==> src/rtl/debug_frame_arbiter.sv <==
// Round-robin arbiter sharing one serial debug link: data_start strobe, then FRAME_W bits MSB-first, then an idle gap.
// Optional frame counter output enabled by DEBUG_FRAME_ARB_COUNT_EN.
module debug_frame_arbiter #(
  parameter int unsigned NUM_REQ    = 3,
  parameter int unsigned FRAME_W    = 40,
  parameter int unsigned GAP_CYCLES = 5
) (
  input  logic                       clk,
  input  logic                       rst_n,
  input  logic [NUM_REQ-1:0]         req,
  input  logic [NUM_REQ*FRAME_W-1:0] req_data,
  output logic [NUM_REQ-1:0]         gnt,
  output logic                       data_start,
  output logic                       sout,
`ifdef DEBUG_FRAME_ARB_COUNT_EN
  output logic [15:0]                frame_count,
`endif
  output logic                       busy
);

  localparam int unsigned PTR_W   = $clog2(NUM_REQ);
  localparam int unsigned CAND_W  = PTR_W + 1;
  localparam int unsigned CNT_MAX = (FRAME_W > GAP_CYCLES) ? FRAME_W : GAP_CYCLES;
  localparam int unsigned CNT_W   = $clog2(CNT_MAX + 1);

  typedef enum logic [1:0] {IDLE, START, SHIFT, GAP} state_e;

  state_e               state_q, state_d;
  logic [FRAME_W-1:0]   shreg_q, shreg_d;
  logic [CNT_W-1:0]     cnt_q, cnt_d;
  logic [PTR_W-1:0]     last_gnt_q, last_gnt_d;
  logic [NUM_REQ-1:0]   gnt_q, gnt_d;
  logic                 ds_q, ds_d;
  logic                 sout_q, sout_d;
  logic                 busy_q, busy_d;
  logic [15:0]          fcnt_q, fcnt_d;

  logic                 win_valid;
  logic [PTR_W-1:0]     win_idx;
  logic [CAND_W-1:0]    cand;

  // Search from last_gnt+1 upward, wrapping, for the first pending request.
  always_comb begin
    win_valid = 1'b0;
    win_idx   = '0;
    cand      = '0;
    for (int unsigned k = 1; k <= NUM_REQ; k++) begin
      cand = CAND_W'(last_gnt_q) + CAND_W'(k);
      if (cand >= CAND_W'(NUM_REQ)) cand = cand - CAND_W'(NUM_REQ);
      if (!win_valid && req[cand[PTR_W-1:0]]) begin
        win_valid = 1'b1;
        win_idx   = cand[PTR_W-1:0];
      end
    end
  end

  always_comb begin
    state_d    = state_q;
    shreg_d    = shreg_q;
    cnt_d      = cnt_q;
    last_gnt_d = last_gnt_q;
    gnt_d      = '0;
    ds_d       = 1'b0;
    sout_d     = 1'b0;
    fcnt_d     = fcnt_q;
    unique case (state_q)
      IDLE: begin
        if (win_valid) begin
          shreg_d    = req_data[win_idx*FRAME_W +: FRAME_W];
          last_gnt_d = win_idx;
          gnt_d      = NUM_REQ'(1) << win_idx;
          ds_d       = 1'b1;
          state_d    = START;
        end
      end
      START: begin
        sout_d  = shreg_q[FRAME_W-1];
        shreg_d = shreg_q << 1;
        cnt_d   = CNT_W'(FRAME_W - 1);
        state_d = SHIFT;
      end
      SHIFT: begin
        if (cnt_q == '0) begin
          cnt_d   = CNT_W'(GAP_CYCLES - 1);
          fcnt_d  = fcnt_q + 16'd1;
          state_d = GAP;
        end else begin
          sout_d  = shreg_q[FRAME_W-1];
          shreg_d = shreg_q << 1;
          cnt_d   = cnt_q - CNT_W'(1);
        end
      end
      GAP: begin
        if (cnt_q == '0) state_d = IDLE;
        else             cnt_d   = cnt_q - CNT_W'(1);
      end
      default: state_d = IDLE;
    endcase
    busy_d = (state_d != IDLE);
  end

  // Async reset aborts any frame in flight; no resumption after release.
  always_ff @(posedge clk or negedge rst_n) begin
    if (!rst_n) begin
      state_q    <= IDLE;
      shreg_q    <= '0;
      cnt_q      <= '0;
      last_gnt_q <= PTR_W'(NUM_REQ - 1);
      gnt_q      <= '0;
      ds_q       <= 1'b0;
      sout_q     <= 1'b0;
      busy_q     <= 1'b0;
      fcnt_q     <= '0;
    end else begin
      state_q    <= state_d;
      shreg_q    <= shreg_d;
      cnt_q      <= cnt_d;
      last_gnt_q <= last_gnt_d;
      gnt_q      <= gnt_d;
      ds_q       <= ds_d;
      sout_q     <= sout_d;
      busy_q     <= busy_d;
      fcnt_q     <= fcnt_d;
    end
  end

  assign gnt        = gnt_q;
  assign data_start = ds_q;
  assign sout       = sout_q;
  assign busy       = busy_q;

`ifdef DEBUG_FRAME_ARB_COUNT_EN
  assign frame_count = fcnt_q;
`else
  logic unused_fcnt;
  assign unused_fcnt = ^fcnt_q;
`endif

endmodule

==> config.mk <==
export PLATFORM = sky130hd
export DESIGN_NAME = debug_frame_arbiter
export DESIGN_NICKNAME = d
export VERILOG_FILES = /design/src/rtl/debug_frame_arbiter.sv
export SDC_FILE = /design/constraint.sdc
export NUM_CORES = 1
export LEC_CHECK = 0
export BUFFER_PORTS_ARGS = -buffer_cell sky130_fd_sc_hd__clkbuf_2
export CAP_MARGIN = 20
export CORE_MARGIN = 1
export CORE_UTILIZATION = 46
export DETAILED_ROUTE_END_ITERATION = 16
export GPL_TIMING_DRIVEN = 0
export HOLD_SLACK_MARGIN = 0.1
export PLACE_DENSITY = 0.81
export SETUP_SLACK_MARGIN = 0.5
export SYNTH_ARGS = -nofsm -noshare
export SYNTH_HDL_FRONTEND = slang
export SYNTH_SLANG_ARGS = --single-unit
==> constraint.sdc <==
create_clock -name clk -period 2.41 [get_ports clk]
set_input_delay 0.1205 -clock clk [delete_from_list [all_inputs] [get_ports clk]]
set_output_delay 0.1205 -clock clk [all_outputs]
set_load 0.005 [all_outputs]
==> summary.txt, run 1 <==
Layout Area Growth over Synthesis - 50.9%
Top Metal Used - met4
Ys Warns - 0
Synth cell types - 50
Fmax - 383 MHz
Hold Crit Start - req_data[96]
Mapped Cells - 456
Floorplan core area - 8220 um2
Clk sink count - 56
CP Capture Type - flop
Met2 wire length - 7170 um
Total Routing Usage GR - 28.1%
Via count - 4610
Fill count - 576
Critical Path Source Type - flop
Finished Core Util - 71.4%
CP arrival - 2.80 ns
Via/cell ratio - 6.32
Final wirelength - 14300 um
Placer Congestion - 0.872
Worst Hold Slack - 0.0928 ns
Area of the multi-input gates - 2820 um2
R2R Setup Slk - -0.20 ns
H-tree depth - 2
Port bufs - 129
RSZ-0062 raised after global routing - yes
Die Y - 94.0 um
Total power - 10.2 mW
Worst hold path class - input pin to flop
CTS Root Cell - clkbuf_8
WL met1 - 5510 um
Final min period - 2.61 ns
Top cells by area, synth - dfrtp_1 (35%), nor3b_1 (7.9%), a211oi_1 (7.5%), o311ai_1 (6.5%), nand3_1 (5.0%)
Final-report max-slew violation count - 0
Worst-case clock buffer depth - 2
Relative slew slack - 46.7%
PD cells - 1750 nW/um2
Area leader, netlist - dfrtp_1
Leak - 2.53 nW
Reg2Reg Depth - 9
Share of the synthesized area in the top cell type - 35.4%
Sequential-to-total area share from yosys stat - 36.1%
Hold Path Cell Cnt - 3
CTS tree - built
Register area - 1400 um2
Chip width - 94.0 um
Largest net degree at the start of global routing - 57
DR DRC count - 0
Number of flops mapped to enable cells by yosys - 0
Synthesized cell area - 3890 um2
Die area - 8830 um2
Clk_lat worst skew - 0.32 ns
First-pass GRT wire length - 19600 um
Worst setup margin - -0.200 ns
I/O Pins - 131
Hpwl dp - 8500 um
WL per Instance - 19.5 um
Synth Register Bits - 56
Worst path required time - 2.60 ns
Grt ovf - 0
Main synth FF type - dfrtp_1
VDD IR max - 0.893 mV
Antenna violations before repair - 0
Syn Nets - 591
Final Hold Fails - 0
DP Area - 4780 um2
Design Area, Final - 5870 um2
Hold path endpoint - shreg_q[16]
DRT Pass-1 Iters - 5
Most numerous cell in the Yosys netlist - dfrtp_1
Clock Skew - 0.00763 ns
Starting Density - 47.3%
Worst-Margin Slew - 0.799 ns
Critical path class - flop to flop
Avg Cell Area, Syn - 8.53 um2
Share of layout cells above drive strength 1 - 48.0%
Setup TNS - -5.71 ns
Number of global-route vias before repair - 4219
Final net count - 760
WL met3 - 893 um
Failing checks - negative setup slack
RR Startpoint - last_gnt_q[1]
Period Utilization, post-route - 108%
TritonCTS Buffers - 5
Antenna Cells - 0
Final setup vio count - 40
Fraction of registers with async set/reset - 100%
Iter 0 DRT Violations - 281
Max_cap viols - 0
Worst Path Max Fanout - 10
Routed Antenna Nets - 0
RR Endpoint - shreg_q[29]
Worst-path clk slew - 0.11 ns
# rows - 33
Status - finished, violations left
Synth cell count leaders - dfrtp_1 (55), nor2_1 (52), nand2_1 (50), nor3b_1 (41)
cell usage in the layout, fill, tap and decap left out, types with 4 or more instances in the layout:
cell type  netlist  final
nor3b_1         41     39
a21oi_2          1      5
buf_2           13      4
o21ai_0          7      6
clkbuf_1        28      7
clkbuf_8         0      6
clkbuf_2         0    137
a211oi_1        39     27
inv_1           11      7
nand3_4          0      6
nand3_2          0     12
inv_2            0      4
a21oi_1         17     12
dfrtp_1         55     54
o311ai_4         0      8
o22ai_1          4      4
o311ai_2         9     10
o311ai_1        29     20
clkbuf_16        0      4
ha_1            10      6
a211oi_2         0     12
nand2_1         50     37
nand3_1         39     21
buf_6            2     13
buf_4            1     24
nand2_2          0     12
nor2_1          52     52
buf_8            0     10
timing repair:
action                                  4_1_cts  5_1_grt
gates resized for setup                      73       92
setup buffers                                17        8
gates cloned                                  2        3
endpoints found under the setup margin       52       56
hold buffers                                  3        0
hold endpoints to repair                     57        0
pin swaps                                    13       20
per-stage QoR:
stage / setup WS (ns) / cells
after floorplan: 0.0934 / 456
after global placement: -0.437 / 690
after detailed placement: -0.501 / 690
after CTS: -0.0993 / 719
after global routing: -0.271 / 730
final: -0.200 / 730
worst max path at each step:
stage,startpoint,end,cells after the start
CTS,last_gnt_q[1],shreg_q[22],10
global placement,last_gnt_q[1],shreg_q[16],9
floorplan,last_gnt_q[1],shreg_q[30],10
finish,last_gnt_q[1],shreg_q[29],9
global route,last_gnt_q[1],shreg_q[21],9
detailed placement,last_gnt_q[1],shreg_q[19],9
where the power goes:
part	switching, mW	leakage, nW	total (mW)	internal [mW]
clock	0.327	0.0410	0.527	0.200
combinational	4.28	1.81	7.92	3.64
sequential	0.341	0.681	1.79	1.45
total	4.95	2.53	10.2	5.29
critical path: stages, from the launching register on:
cell and delay [ns]:
dfstp_2 0.56, inv_2 0.05, ha_4 0.32, and3_4 0.20
o21bai_4 0.15, and3b_2 0.29, a221o_2 0.49, buf_8 0.19
nand2_1 0.11, o311ai_2 0.11
kinds of logic after synthesis:
group           count (synthesis)  share of synthesized area (%)
buf+inv                        55                           6.21
fa+ha+maj                      10                           3.22
flops                          56                           36.1
compound gates                125                           26.2
mux                             4                           1.09
simple gates                  206                           27.2
state kept, by name, summed over array words and instances (netlist names):
signal and cells:
shreg_q 40, gnt 3, cnt_q 6, sout 1, data_start 1, busy 1
last_gnt_q 2, state_q 2
routing by layer:
metal,track usage [%],up-vias
met3,4.29,65
met4,13.3,0
met1,34.5,2243
li1,-,2046
met2,48.2,256
met5,0,-
layout make-up:
| type | count | share of cell area (%) |
|---|---|---|
| flip-flops and latches | 56 | 23.9 |
| clock buffers | 6 | 1.24 |
| well taps | 105 | 2.24 |
| inverters | 11 | 0.703 |
| repair buffers | 162 | 16.8 |
| plain buffers | 44 | 6.95 |
| clock inverters | 1 | 0.0853 |
| multi-input cells | 345 | 48.1 |
Note: power is estimated with default switching activity, not from simulation.
==> run 2, diff against run 1 <==
Settings changed: BUFFER_PORTS_ARGS -buffer_cell sky130_fd_sc_hd__clkbuf_2 to -buffer_cell sky130_fd_sc_hd__buf_4.
==> run 2 against run 1 <==
Effect of this change: the run still ends with negative setup slack left; die area unchanged; non-clock buffer count decreased by 6; clock power increased by 31%; total power decreased by 2.8%; clock-buffer cell count increased by 1; flip-flop and latch count unchanged; via count decreased by 2.6%; first-iteration DRC count increased by 2.1%; critical path type unchanged; critical endpoint is now shreg_q[34]; highest routed layer unchanged.
==> summary.txt, run 2 (same netlist as run 1, synthesis figures left out) <==
Status - finished, violations left
Failing checks - negative setup slack
CP arrival - 2.81 ns (about the same)
Die area - 8830 um2 (unchanged)
Final net count - 754 (-0.79%)
Fmax - 382 MHz (-0.25%)
Net Sw Frac - 47.4% (-0.91 points)
Biggest register - shreg_q
Share of layout cells above drive strength 1 - 49.2% (+1.2 points)
# rows - 33 (unchanged)
Hold Path Cell Cnt - 3 (unchanged)
Final min period - 2.62 ns (+0.00643 ns)
Layout Area Growth over Synthesis - 57.3%
Pre-CTS setup slack - -0.486 ns (+0.0154 ns)
Worst path max stage delay - 0.57 ns (about the same)
Via/cell ratio - 6.19 (-1.9%)
Final-report max-slew violation count - 0 (unchanged)
Leading cell type in the layout, fill and taps excluded - buf_4
Clk_lat worst skew - 0.32 ns (about the same)
Leak - 2.68 nW (+6.0%)
Port bufs - 129 (unchanged)
WL per Instance - 19.0 um (-2.7%)
Bufs and invs on worst path - 2 (unchanged)
Reg2Reg Depth - 9 (unchanged)
Antenna violations before repair - 0 (unchanged)
Iter 0 DRT Violations - 287 (+2.1%)
Floorplan core area - 8220 um2 (unchanged)
Worst path required time - 2.60 ns (about the same)
Hpwl dp - 8780 um (+3.3%)
Routed Antenna Nets - 0 (unchanged)
TritonCTS Buffers - 5 (unchanged)
Relative slew slack - 50.7% (+3.9 points)
Worst setup margin - -0.207 ns (-0.00643 ns)
R2R Setup Slk - -0.21 ns (about the same)
Final Hold Fails - 0 (unchanged)
Share of power burned in registers - 18.2% (+0.7 points)
Number of global-route vias before repair - 4246 (+0.64%)
Commonest non-fill, non-tap cells in the layout - buf_4 (150), dfrtp_1 (54), nor2_1 (47)
Grt ovf - 0 (unchanged)
Worst-case clock buffer depth - 2 (unchanged)
Top delay family on crit path - compound AO/OA/AOI/OAI gates
Worst path slowest cell - dfstp_2
Via count - 4491 (-2.6%)
Clk sink count - 56 (unchanged)
Hold path endpoint - shreg_q[23]
First-pass GRT wire length - 20000 um (+2.1%)
VDD IR max - 1.02 mV (+15%)
Chip width - 94.0 um (unchanged)
Worst-Margin Slew - 0.740 ns (-0.0592 ns)
RSZ-0062 raised after global routing - yes
Worst Path Max Fanout - 8 (-2)
DR DRC count - 0 (unchanged)
Final setup vio count - 40 (unchanged)
Clock Skew - 0.00620 ns (-0.00143 ns)
RR Startpoint - last_gnt_q[1]
Worst Hold Slack - 0.117 ns (+0.0240 ns)
I/O Pins - 131 (unchanged)
Placer Congestion - 0.850 (-2.5%)
Logic pwr share - 74.9% (-2.5 points)
Hold Crit Start - req_data[103]
CTS tree - built
H-tree depth - 2 (unchanged)
Critical Path Source Type - flop
Die Y - 94.0 um (unchanged)
Largest register FFs - 40 (unchanged)
Worst-path clk slew - 0.10 ns (about the same)
Crit path cell chain - inv_2 -> ha_4 -> and3_4 -> o21bai_4 -> and3b_2 -> a221o_4 -> clkbuf_16 -> nand2_4 -> o311ai_4
Total Routing Usage GR - 28.7% (+0.57 points)
Critical path class - flop to flop
CP Launch Point - last_gnt_q[1]
RR Endpoint - shreg_q[34]
P_sw - 4.72 mW (-4.6%)
Final wirelength - 13800 um (-3.4%)
Worst hold path class - input pin to flop
Starting Density - 47.3% (unchanged)
DRT Pass-1 Iters - 5 (unchanged)
Largest net degree at the start of global routing - 57 (unchanged)
CP Capture Type - flop
P_int - 5.24 mW (-1.1%)
Max_cap viols - 0 (unchanged)
Clock share of power - 6.9% (+1.8 points)
PD cells - 1630 nW/um2 (-6.8%)
Total power - 9.96 mW (-2.8%)
Antenna Cells - 0 (unchanged)
Period Utilization, post-route - 109% (+0.27 points)
CTS Root Cell - clkbuf_8
==> run 2: cell types whose count changed in the layout (fill, tap and decap cells not counted), sizes merged <==
| cell | previous run | this run |
|---|---|---|
| buf | 52 | 175 |
| bufinv | 0 | 1 |
| dlygate4sd3 | 3 | 1 |
| clkinv | 1 | 0 |
| clkbuf | 157 | 31 |
==> run 2: final cells by class <==
class                   count  area [um2]
clock buffers               7        96.3
plain buffers              44         390
inverters                  11        41.3
repair buffers            156        1240
clock inverters             1        30.0
multi-input cells         345        2790
well taps                 105         131
flip-flops and latches     56        1400
fillers                   553        2100
==> run 2: what timing repair did <==
item                                   in CTS  in global routing
cloned                                      2                  4
pin swaps                                  15                 22
buffers inserted                           14                  6
resized for setup                          66                 99
setup endpoints to repair                  52                 56
hold buffers                                1                  0
endpoints found under the hold margin      55                  0
==> run 2: worst reg2reg max path, cell delays in order, from the launching register on <==
cell and delay, ns:
dfstp_2 0.57, inv_2 0.06, ha_4 0.31, and3_4 0.19, o21bai_4 0.13, and3b_2 0.30, a221o_4 0.56, clkbuf_16 0.21
nand2_4 0.08, o311ai_4 0.09
==> run 2: power groups by stage <==
stage	Sequential (mW)	Clock [mW]	Combinational, mW
detailed placement	1.71	0	5.34
CTS	1.70	0.679	6.12
global placement	1.70	0	5.16
finish	1.81	0.689	7.45
global route	1.85	0.715	7.94
floorplan	1.66	0	4.04
==> run 2: stage by stage <==
step / area [um2] / std cells / util [%] / setup TNS (ns)
after global routing: 6120 / 725 / 74.5 / -9.95
after CTS: 5640 / 715 / 68.6 / -2.62
final: 6120 / 725 / 74.5 / -6.84
after global placement: 5100 / 690 / 62.1 / -16.25
after floorplan: 4010 / 456 / - / 0
after detailed placement: 5100 / 690 / 62.1 / -18.39
==> run 2: worst max path at each step <==
stage	to	cells after the start	slack, ns
6_report	shreg_q[34]	9	-0.21
5_1_grt	shreg_q[32]	9	-0.27
4_1_cts	shreg_q[38]	9	-0.09
3_5_place_dp	shreg_q[22]	9	-0.49
3_3_place_gp	shreg_q[16]	9	-0.43
2_1_floorplan	shreg_q[30]	10	0.09
==> run 2: layer usage <==
layer	part of all wire [%]	global-route usage, %	up-vias
li1	-	-	2032
met1	39	34.9	2190
met2	51	49.9	225
met3	6.1	4.37	44
met4	3.3	12.8	0
met5	0	0	-
==> run 3, diff against run 2 <==
Settings changed: ABC_AREA from default to 1, CORE_UTILIZATION 46 to 47, SETUP_SLACK_MARGIN 0.5 to default.
==> run 3 against run 2 <==
Effect of this change: highest routed layer unchanged; the flow now finishes without violations; first-iteration DRC count shrank 17%; flip-flop and latch count stayed put; routed wire length decreased by 9.1%; critical endpoint is now shreg_q[39]; final cell count grew 32%.
==> summary.txt, run 3 <==
Die Y - 97.1 um (+3.3%)
CP Launch Point - last_gnt_q[1]
Status - complete, no violations
Largest net degree at the start of global routing - 57 (unchanged)
Total Routing Usage GR - 25.6% (-3.1 points)
Ys Warns - 0 (unchanged)
Critical Path Source Type - flop
Avg Cell Area, Syn - 6.01 um2 (-30%)
Final-report max-slew violation count - 0 (unchanged)
Commonest non-fill, non-tap cells in the layout - nand2_1 (241), buf_4 (143), inv_1 (104)
# rows - 34 (+3.0%)
Number of global-route vias before repair - 4485 (+5.6%)
Port bufs - 130 (+0.78%)
Hold Path Cell Cnt - 5 (+2)
Fill count - 765 (+38%)
Clk sink count - 56 (unchanged)
Mapped Cells - 707 (+55%)
Iter 0 DRT Violations - 239 (-17%)
Synth cell types - 28 (-44%)
Chip width - 97.1 um (+3.3%)
Most numerous cell in the Yosys netlist - nand2_1
Hold path endpoint - shreg_q[14]
Worst-path clk slew - 0.11 ns (about the same)
Layout Area Growth over Synthesis - 35.8%
Max_cap viols - 0 (unchanged)
Antenna Cells - 0 (unchanged)
WL per Instance - 13.0 um (-31%)
Starting Density - 48.7% (+1.4 points)
Worst setup margin - 0.0820 ns (+0.289 ns)
Fraction of registers with async set/reset - 100% (unchanged)
Critical path class - flop to flop
Area of the multi-input gates - 2330 um2 (-16%)
Via count - 4860 (+8.2%)
Clock Skew - 0.00930 ns (+0.00309 ns)
CTS Root Cell - clkbuf_8
Routed Antenna Nets - 0 (unchanged)
Leading cell type in the layout, fill and taps excluded - nand2_1
Hold Crit Start - req_data[94]
Relative slew slack - 52.7% (+2.0 points)
Worst Path Max Fanout - 8 (unchanged)
Register area - 1400 um2 (unchanged)
Worst-Margin Slew - 0.710 ns (-0.0298 ns)
RR Endpoint - shreg_q[39]
Synth cell count leaders - nand2_1 (247), inv_1 (105), nand3_1 (91), nor2_1 (91), dfrtp_1 (55)
Biggest register - shreg_q
Floorplan core area - 8720 um2 (+6.1%)
Worst path required time - 2.63 ns (+0.03 ns)
Synth Register Bits - 56 (unchanged)
Antenna violations before repair - 0 (unchanged)
Period Utilization, post-route - 96.6% (-12 points)
DR DRC count - 0 (unchanged)
Number of flops mapped to enable cells by yosys - 0 (unchanged)
Largest register FFs - 40 (unchanged)
Top cells by area, synth - dfrtp_1 (32%), nand2_1 (22%), nand3_1 (11%), inv_1 (9.3%), nor2_1 (8.0%)
Area leader, netlist - dfrtp_1
Synthesized cell area - 4250 um2 (+9.2%)
DRT Pass-1 Iters - 5 (unchanged)
R2R Setup Slk - 0.08 ns (+0.29 ns)
Share of the synthesized area in the top cell type - 32.4% (-3.0 points)
Syn Nets - 842 (+42%)
TritonCTS Buffers - 5 (unchanged)
Fmax - 430 MHz (+12%)
Main synth FF type - dfrtp_1
Worst hold path class - input pin to flop
Grt ovf - 0 (unchanged)
Pre-CTS setup slack - -0.207 ns (+0.279 ns)
Final wirelength - 12500 um (-9.1%)
First-pass GRT wire length - 19900 um (-0.49%)
Final setup vio count - 0 (-100%)
Final net count - 986 (+31%)
Non-Filler Instances - 960 (+32%)
Reg2Reg Depth - 16 (+7)
Hpwl dp - 8880 um (+1.2%)
CP arrival - 2.55 ns (-0.26 ns)
Sequential-to-total area share from yosys stat - 33.0% (-3.0 points)
I/O Pins - 131 (unchanged)
Worst-case clock buffer depth - 2 (unchanged)
Via/cell ratio - 5.06 (-18%)
Final Hold Fails - 0 (unchanged)
H-tree depth - 2 (unchanged)
Die area - 9420 um2 (+6.7%)
RR Startpoint - last_gnt_q[1]
Placer Congestion - 0.880 (+3.5%)
Share of layout cells above drive strength 1 - 23.5% (-26 points)
Final min period - 2.33 ns (-0.289 ns)
CTS tree - built
CP Capture Type - flop
Post-Place Cells - 945 (+37%)
Clk_lat worst skew - 0.32 ns (about the same)
## run 3: changes by cell type after synthesis, sizes merged, moves of 27 or more
cell	delta
a211oi	-39
a21oi	+27
inv	+97
nand2	+200
nand3	+52
nor2	+40
nor3b	-42
o311ai	-38
## run 3: cells by family (layout without fill, tap and decap cells)
family | Yosys count | after routing | synth area share (%)
adder cells (fa/ha/maj) | 10 | 10 | 2.95
AO/OA/AOI/OAI | 54 | 55 | 7.01
flip-flops | 56 | 56 | 33.0
buffers and inverters | 146 | 290 | 14.6
XOR/XNOR | 2 | 2 | 0.412
AND/OR/NAND/NOR | 439 | 439 | 42.0
## run 3: what timing repair did
| action | 4_1_cts | 5_1_grt |
|---|---|---|
| pin swaps | 3 | 4 |
| endpoints found under the setup margin | 43 | 44 |
| cloned | 0 | 4 |
| setup buffers | 2 | 1 |
| endpoints found under the hold margin | 55 | 0 |
| resized for setup | 15 | 57 |
| hold buffers | 1 | 0 |
## run 3: routing by layer
metal / part of all wire [%] / global-route usage (%) / up-vias
li1: - / - / 2433
met1: 43 / 33.4 / 2211
met2: 49 / 42.8 / 191
met3: 5.9 / 3.60 / 25
met4: 2.2 / 10.3 / 0
met5: 0 / 0 / -
## run 3: worst max path at each step
| stage | endpoint | slack (ns) | depth (start not counted) |
|---|---|---|---|
| 2_1_floorplan | shreg_q[0] | 0.29 | 15 |
| 3_3_place_gp | shreg_q[36] | -0.05 | 16 |
| 3_5_place_dp | shreg_q[36] | -0.21 | 16 |
| 4_1_cts | shreg_q[36] | -0.003 | 17 |
| 5_1_grt | shreg_q[35] | -0.07 | 16 |
| 6_report | shreg_q[39] | 0.08 | 16 |
## run 3: layout make-up
| cell class | count | area share (%) |
|---|---|---|
| Inverter | 108 | 7.07 |
| Clock buffer | 6 | 1.43 |
| Sequential cell | 56 | 24.3 |
| Tap cell | 108 | 2.34 |
| Buffer | 37 | 5.31 |
| Timing Repair Buffer | 137 | 18.5 |
| Clock inverter | 2 | 0.672 |
| Multi-Input combinational cell | 506 | 40.4 |
## run 3: through the flow
stage	util [%]	instance area [um2]	TNS (ns)	hold WS [ns]
after floorplan	-	4250	0	-0.175
after global placement	61.4	5360	-1.01	0.209
after detailed placement	61.4	5360	-5.32	0.227
after CTS	63.7	5550	-0.00480	0.107
after global routing	66.2	5770	-1.23	0.121
final	66.2	5770	0	0.103
## run 3: critical path: stages, from the launching register on
cell       delay (ns)
dfstp_2          0.55
inv_2            0.06
ha_4             0.31
inv_2            0.08
nand2_1          0.08
nand3_2          0.11
nand2_4          0.10
nand2_4          0.06
nor2_4           0.14
nand2_4          0.13
nand2_8          0.14
clkbuf_16        0.16
nand2_1          0.05
nand3_1          0.06
nand2_1          0.08
nand2_1          0.07
nand2_1          0.04
Power of run 3 is left out: the tool's default activity adds up to more than one toggle a clock period on the data nets, which glitch-free logic cannot reach.
